===== src/rtl/tick_slot_arbiter.sv =====
// Round-robin arbiter with tick-bounded grant slots.
// A free-running prescaler paces the slot timer; expiry forces a handover.
module tick_slot_arbiter #(
    parameter int N        = 4,
    parameter int PRESCALE = 16,
    parameter int SLOT     = 8,
    parameter int W_N      = $clog2(N),
    parameter int W_S      = $clog2(SLOT + 1)
) (
    input  logic           iCLK,
    input  logic           iRESET_N,
    input  logic           iEN,
    input  logic [N-1:0]   iREQ,
    output logic [N-1:0]   oGNT,
    output logic [W_N-1:0] oGNT_ID,
    output logic           oBUSY,
    output logic           oTIMEOUT,
    output logic           oTICK
);

    localparam int W_P = (PRESCALE > 1) ? $clog2(PRESCALE) : 1;
    localparam logic [N-1:0] ONE = N'(1);

    typedef enum logic [1:0] {
        IDLE,
        GRANT,
        GUARD
    } state_t;

    state_t         state;
    state_t         state_d;
    logic [W_P-1:0] pre;
    logic [W_S-1:0] slot_cnt;
    logic [W_N-1:0] ptr;
    logic [W_N-1:0] owner;
    logic [W_N-1:0] owner_d;
    logic [W_N-1:0] pick;
    logic [N-1:0]   gnt;
    logic [W_N-1:0] gnt_id;
    logic           timeout;
    logic           load;
    logic           to_guard;
    logic           expire;
    logic           found;

    assign oTICK    = iEN && (pre == W_P'(PRESCALE - 1));
    assign oGNT     = gnt;
    assign oGNT_ID  = gnt_id;
    assign oBUSY    = (state == GRANT);
    assign oTIMEOUT = timeout;

    // Free-running prescaler; only iEN gates it.
    always_ff @(posedge iCLK or negedge iRESET_N) begin
        if (!iRESET_N) begin
            pre <= '0;
        end else if (iEN) begin
            pre <= (pre == W_P'(PRESCALE - 1)) ? '0 : pre + 1'b1;
        end
    end

    // Round-robin pick: first request above ptr, wrapping.
    always_comb begin
        pick  = ptr;
        found = 1'b0;
        for (int i = 1; i <= N; i++) begin
            if (!found && iREQ[(int'(ptr) + i) % N]) begin
                pick  = W_N'((int'(ptr) + i) % N);
                found = 1'b1;
            end
        end
    end

    // Next-state logic; a release wins over a coincident expiry.
    always_comb begin
        state_d  = state;
        load     = 1'b0;
        to_guard = 1'b0;
        expire   = 1'b0;
        unique case (state)
            IDLE: begin
                if (|iREQ) begin
                    state_d = GRANT;
                    load    = 1'b1;
                end
            end
            GRANT: begin
                if (!iREQ[owner]) begin
                    state_d  = GUARD;
                    to_guard = 1'b1;
                end else if (oTICK && slot_cnt == W_S'(SLOT - 1)) begin
                    state_d  = GUARD;
                    to_guard = 1'b1;
                    expire   = 1'b1;
                end
            end
            GUARD: begin
                if (|iREQ) begin
                    state_d = GRANT;
                    load    = 1'b1;
                end else begin
                    state_d = IDLE;
                end
            end
            default: state_d = IDLE;
        endcase
        owner_d = load ? pick : owner;
    end

    // State register.
    always_ff @(posedge iCLK or negedge iRESET_N) begin
        if (!iRESET_N) begin
            state <= IDLE;
        end else begin
            state <= state_d;
        end
    end

    // Owner, pointer, slot timer and registered outputs.
    always_ff @(posedge iCLK or negedge iRESET_N) begin
        if (!iRESET_N) begin
            owner    <= '0;
            ptr      <= W_N'(N - 1);
            slot_cnt <= '0;
            gnt      <= '0;
            gnt_id   <= '0;
            timeout  <= 1'b0;
        end else begin
            owner   <= owner_d;
            timeout <= expire;
            gnt     <= (state_d == GRANT) ? (ONE << owner_d) : '0;
            gnt_id  <= (state_d == GRANT) ? owner_d : '0;
            if (to_guard) begin
                ptr <= owner;
            end
            if (load) begin
                slot_cnt <= '0;
            end else if (state == GRANT && oTICK) begin
                slot_cnt <= slot_cnt + 1'b1;
            end
        end
    end

endmodule


===== config.mk =====
export PLATFORM = sky130hd
export DESIGN_NAME = tick_slot_arbiter
export DESIGN_NICKNAME = d
export VERILOG_FILES = /design/src/rtl/tick_slot_arbiter.sv
export SDC_FILE = /design/constraint.sdc
export NUM_CORES = 1
export LEC_CHECK = 0
export CORE_MARGIN = 5
export CORE_UTILIZATION = 55
export DETAILED_ROUTE_END_ITERATION = 8
export PLACE_DENSITY = 0.9
export SYNTH_ARGS = -nofsm -noshare
export SYNTH_HDL_FRONTEND = slang
export SYNTH_SLANG_ARGS = --single-unit

===== constraint.sdc =====
create_clock -name iCLK -period 4.8 [get_ports iCLK]
set_input_delay 0.72 -clock iCLK [delete_from_list [all_inputs] [get_ports iCLK]]
set_output_delay 0.72 -clock iCLK [all_outputs]
set_load 0.05 [all_outputs]

==> metrics.txt <==
Cell Rows 15; routability cong. roughly 0.77; Post CTS Setup Buffer Count 0; clock latency on the worst-skew pair ~0.30 ns; clk sinks 21; initial antenna violation count 0; buffers added on ports 15; Final Setup Violations 0; overall power roughly 0.75 mW; Max Root-Sink Buffers 2; utilization after layout between 60% and 70%; post-DR vias/cell roughly 5.5; power per cell area 617 nW/um^2; HPWL after DPL 1.45 mm; design area ~1200 um^2; syn_nets between 100 and 150; global routing's busiest layer met2; DR iter-0 viols 15; CP max FO 7; TritonCTS Buffers 3; Die X 52.9 um; first-pass GRT wire length between 3 and 4 mm; die area about 2800 um^2; CTS root buf clkbuf_4; Max-slew headroom about two fifths; unique cell type count in the Yosys netlist 35; CTS tree yes; Critical Path AT around 2.5 ns; Starting Density 57.9%; Remaining DRCs 0; Overflow after GRT 0; number of global-route vias before repair 710; status finished, final reports clean; largest net degree at the start of global routing 22; Routed WL 1.91 mm; DR WL/cell 14.0 um; Die Y 52.9 um; post-synthesis instance total 92; syn avg cell area 11.0 um^2; met2 Use GR around a quarter; area delta synth->final 20.7%; I/O pin cnt 16; Via Count about 750; Hold-fix buffers, CTS 0; reg2reg start ptr[1]$_DFFE_PN1P_; final setup TNS 0 ns; placed cell area roughly 1200 um^2; Worst-path clk slew 0.11 ns; Worst Tran Pin Value 0.876 ns; Tcrit/Tclk final 66.6%; # resized after CTS 0; fin crit period between 3 and 4 ns; max_cap viols 0; RSZ-0062 raised after global routing false; #FFs+latches synth 21; Peak Freq 0.313 GHz; Leak 0.540 nW; Fin. Hold Viols 0; Hold/Removal Path Class reg -> reg; type of the worst setup path in -> out; Nets 121; M1 GR Usage between 20% and 30%; All-Layer GR Usage roughly 17%; post-synthesis sequential area ratio 52.2%; share of layout cells above drive strength 1 roughly 14%; core area 1750 um^2; routing usage on met3 roughly 5.9%; n_diodes 0; Worst EP required 4.08 ns; yosys warns 0; Critical Path Start iEN; crit end category output pin; Final Skew around 0.0029 ns; H-tree depth 1; antenna-violating nets left 0; hold_sp pre[3]$_DFFE_PN0P_; Pins Over Slew Limit 0; Synth Cell Area 1010 um^2; CP Launch Type input port; Pre-Repair DR Iteration Count 6; VDD IR max 548 uV
## worst max-delay path, stage by stage
cell and delay [ns]:
clkdlybuf4s50_1 0.60, nand4_1 0.21, inv_1 0.13, clkdlybuf4s50_1 0.81
## cell usage after synthesis
cell type / n / area, um^2
a31o_2: 1 / 8.76
ha_1: 2 / 25.0
xor2_1: 2 / 17.5
nor2b_1: 2 / 12.5
xnor2_1: 2 / 17.5
o21ai_1: 1 / 5.00
inv_2: 2 / 7.51
dfrtp_1: 19 / 475
and2_1: 3 / 18.8
mux2_2: 1 / 11.3
a222oi_1: 1 / 10.0
o2bb2ai_1: 1 / 8.76
o21ai_2: 1 / 8.76
nand2_1: 5 / 18.8
inv_1: 6 / 22.5
mux2_1: 1 / 11.3
nand2b_1: 1 / 6.26
a21oi_4: 1 / 16.3
a31oi_4: 1 / 21.3
nand4_1: 3 / 18.8
mux2i_1: 3 / 30.0
or4_4: 1 / 11.3
nand3_1: 3 / 15.0
and3_1: 1 / 6.26
a21oi_1: 2 / 10.0
o31a_1: 1 / 8.76
o21a_1: 1 / 7.51
nand3b_1: 2 / 15.0
o22ai_2: 1 / 12.5
dfstp_2: 2 / 52.6
o21ai_0: 5 / 25.0
mux4_2: 1 / 22.5
nor3_1: 1 / 5.00
nor2_1: 11 / 41.3
o22ai_1: 1 / 6.26
## final timing paths
check | endpoint | slack [ns] | depth (start not counted)
max | oTICK | 1.60 | 4
min | pre[3]$_DFFE_PN0P_ | 0.54 | 1
max reg2reg | oGNT[1]$_DFF_PN0_ | 3.06 | 5
min reg2reg | pre[3]$_DFFE_PN0P_ | 0.54 | 1
max in group asynchronous | slot_cnt[2]$_DFFE_PN0P_ | 3.36 | 1
min in group asynchronous | pre[3]$_DFFE_PN0P_ | 0.90 | 1
## cells by family after synthesis
| group | after synthesis | synth area share [%] |
|---|---|---|
| DFF | 21 | 52.2 |
| buffers and inverters | 8 | 2.97 |
| xor gates and xnor gates | 4 | 3.47 |
| muxes | 6 | 7.43 |
| AOI/OAI and AO/OA | 18 | 14.7 |
| and+or+nand+nor | 33 | 16.7 |
| adders and majority gates | 2 | 2.47 |
## area by class of cell
type	count	area, um^2
timing repair buffer	15	150
tap	25	31.3
clock buffer	3	22.5
fill	134	526
multi-input combinational	63	453
clock inverter	1	5.00
sequential	21	528
inverter	8	30.0
## per-stage QoR
stage / hold slack [ns] / std cells / worst slack (ns)
2_1_floorplan: 0.424 / 92 / 2.87
3_3_place_gp: 0.500 / 132 / 1.72
3_5_place_dp: 0.524 / 132 / 1.65
4_1_cts: 0.539 / 136 / 1.59
5_1_grt: 0.561 / 136 / 1.52
6_report: 0.542 / 136 / 1.60
## placed cells by master, fill, tap and decap left out, types with 2 or more instances in the layout
master            n
a21oi_1           2
o21ai_0           5
clkbuf_4          3
nand2_1           5
inv_2             2
and2_1            3
xnor2_1           2
dfrtp_1          19
nor2b_1           2
dfstp_2           2
inv_1             6
nand3_1           3
nor2_1           11
nand4_1           3
ha_1              2
clkdlybuf4s50_1  15
nand3b_1          2
mux2i_1           3
xor2_1            2
## per-layer routing
layer  part of all wire (%)  routed length [um]
met4                   0.63                  12
met2                     50                 960
met5                      0                   0
met3                    4.5                  85
met1                     45                 850
## flip-flops by register name, summed over array words and instances (netlist names)
name	flops
oGNT	4
oGNT_ID	2
oTIMEOUT	1
owner	2
pre	4
ptr	2
slot_cnt	4
state	2
## power breakdown
group | switching, mW | leakage [nW] | internal, mW
Sequential | 0.0600 | 0.264 | 0.245
Combinational | 0.222 | 0.258 | 0.143
Clock | 0.0512 | 0.0177 | 0.0311
Total | 0.334 | 0.540 | 0.419
No activity file was read; power rests on OpenSTA's default activity.
==> edit: new RTL, same flow settings <==
Set the parameter `SLOT` to 16 (it was 8).
--- a/src/rtl/tick_slot_arbiter.sv
+++ b/src/rtl/tick_slot_arbiter.sv
@@ -3,7 +3,7 @@
 module tick_slot_arbiter #(
     parameter int N        = 4,
     parameter int PRESCALE = 16,
-    parameter int SLOT     = 8,
+    parameter int SLOT     = 16,
     parameter int W_N      = $clog2(N),
     parameter int W_S      = $clog2(SLOT + 1)
 ) (
Function: same outputs for any inputs over 4 cycles, from zero or initial values and one cycle with iRESET_N low; that may be too few to reach the edited logic, so the function may still have changed.
==> edit against the unedited design <==
  * Worst setup slack improved by 79 ps
  * Non-clock buffer count is the same
  * Clock power is 3.3% higher
  * Total power grew 4.4%
  * Sequential power is 3% higher
  * Clock skew shrank 1.0 ps
  * Count of clock-buffer cells in the layout grew 1
  * Sequential cell count up 1
  * Wire length up 2.3%
  * Core utilization is 2.6 points lower
  * Synthesized area is 8.5% higher
  * Sequential share of layout area fell by 0.49 points
  * Design area up 5.9%
  * Die area increased by 6.9%
  * Critical path type unchanged
==> edit: results <==
[run_status]
status = finished clean

[clocking]
cts_max_path_buffers = 2
cts.htree.levels = 1

[placed_design]
dpl_cell_area_um2 = 1270
post-dp-hpwl_um = 1480
portBuffers = 15
place_congestion = 0.832

[critical_path]
arrival_ps = 2400
r2r_slack_ps = 3120
crit_fanout = 6

[synth]
synth_common_cells = dfrtp_1 (20), nor2_1 (14)
synthArstFlopShare_pct = 100
ys_types = 37
syn-num-nets = 107
syn_inst = 97
yosysSeqAreaShare_pct = 50.4
synth_area_leaders = dfrtp_1 (46%), dfstp_2 (4.8%), nor2_1 (4.8%)

[global_routing]
grt_max_degree = 23
grt_first_pass_wirelength_um = 3170
track_usage_pct = 15.1
grt_pass1_vias = 751

[sta]
whs_ps = 555
worst_slack_ps = 1680
fin_skew_ps = 1.80
max_slew_margin_pct = 36.6

[final_layout]
area_growth_pct = 17.8
nets = 125
drive_above_1_share_pct = 13.2
fill_cells = 158

[power_and_ir_drop]
p_leak_nw = 0.569
vdd_drop_max_v = 0.000412

[route]
viasPerCell = 5.47
first_pass_iters = 4
drtIter0Drc = 34
wl_per_cell_um = 13.9
totalWireLength_um = 1950
## edit: cell types whose count changed after synthesis, moves of 2 or more
| cell | change |
|---|---|
| inv_1 | -2 |
| a21o_1 | +3 |
| inv_2 | -2 |
| nor2_1 | +3 |
| nand2_1 | -2 |
| nand4_1 | -2 |
| xnor2_1 | +2 |
| nor2b_1 | -2 |
| a21oi_1 | +2 |
| mux2_2 | +2 |
## edit: worst paths after layout
check,start,endpoint,depth (start not counted)
max,iEN,oTICK,4
min in group asynchronous,iRESET_N,oGNT_ID[1],1
max reg2reg,ptr[1],oGNT[3],4
min,slot_cnt[3],slot_cnt[3],2
min reg2reg,slot_cnt[3],slot_cnt[3],2
max in group asynchronous,iRESET_N,slot_cnt[3],1
## edit: logic make-up after synthesis
logic type                 after synthesis  synth area share [%]
xor gates and xnor gates                 5                  3.99
muxes                                    8                  8.21
buffers and inverters                    8                  4.11
AOI/OAI and AO/OA                       20                  14.0
DFF                                     22                  50.4
and+or+nand+nor                         31                  15.8
adders and majority gates                3                  3.42
## edit: worst max-delay path, stage by stage
cell	delay, ps
clkdlybuf4s50_1	620
nand4_4	160
clkinv_4	100
clkdlybuf4s50_1	800
## edit: final cells by class
cell class / instances / share of cell area (%)
Clock buffer: 4 / 2.03
Tap cell: 27 / 2.61
Timing Repair Buffer: 15 / 11.6
Inverter: 6 / 2.32
Sequential cell: 22 / 42.8
Multi-Input combinational cell: 67 / 38.6
## edit: where the power goes
part	switching, mW	total, mW	internal [mW]	leakage (nW)
registers	0.0605	0.315	0.255	0.278
logic	0.231	0.385	0.154	0.276
clock network	0.0525	0.0850	0.0325	0.0150
total	0.344	0.786	0.442	0.569
## edit: layer usage
| metal | GRT usage, % | vias to the layer above | part of all wire [%] |
|---|---|---|---|
| met4 | 2.49 | 0 | 0.56 |
| met5 | 0 | - | 0 |
| met1 | 17.2 | 377 | 43 |
| met2 | 26.4 | 17 | 50 |
| met3 | 6.27 | 2 | 6.8 |
| li1 | - | 375 | - |
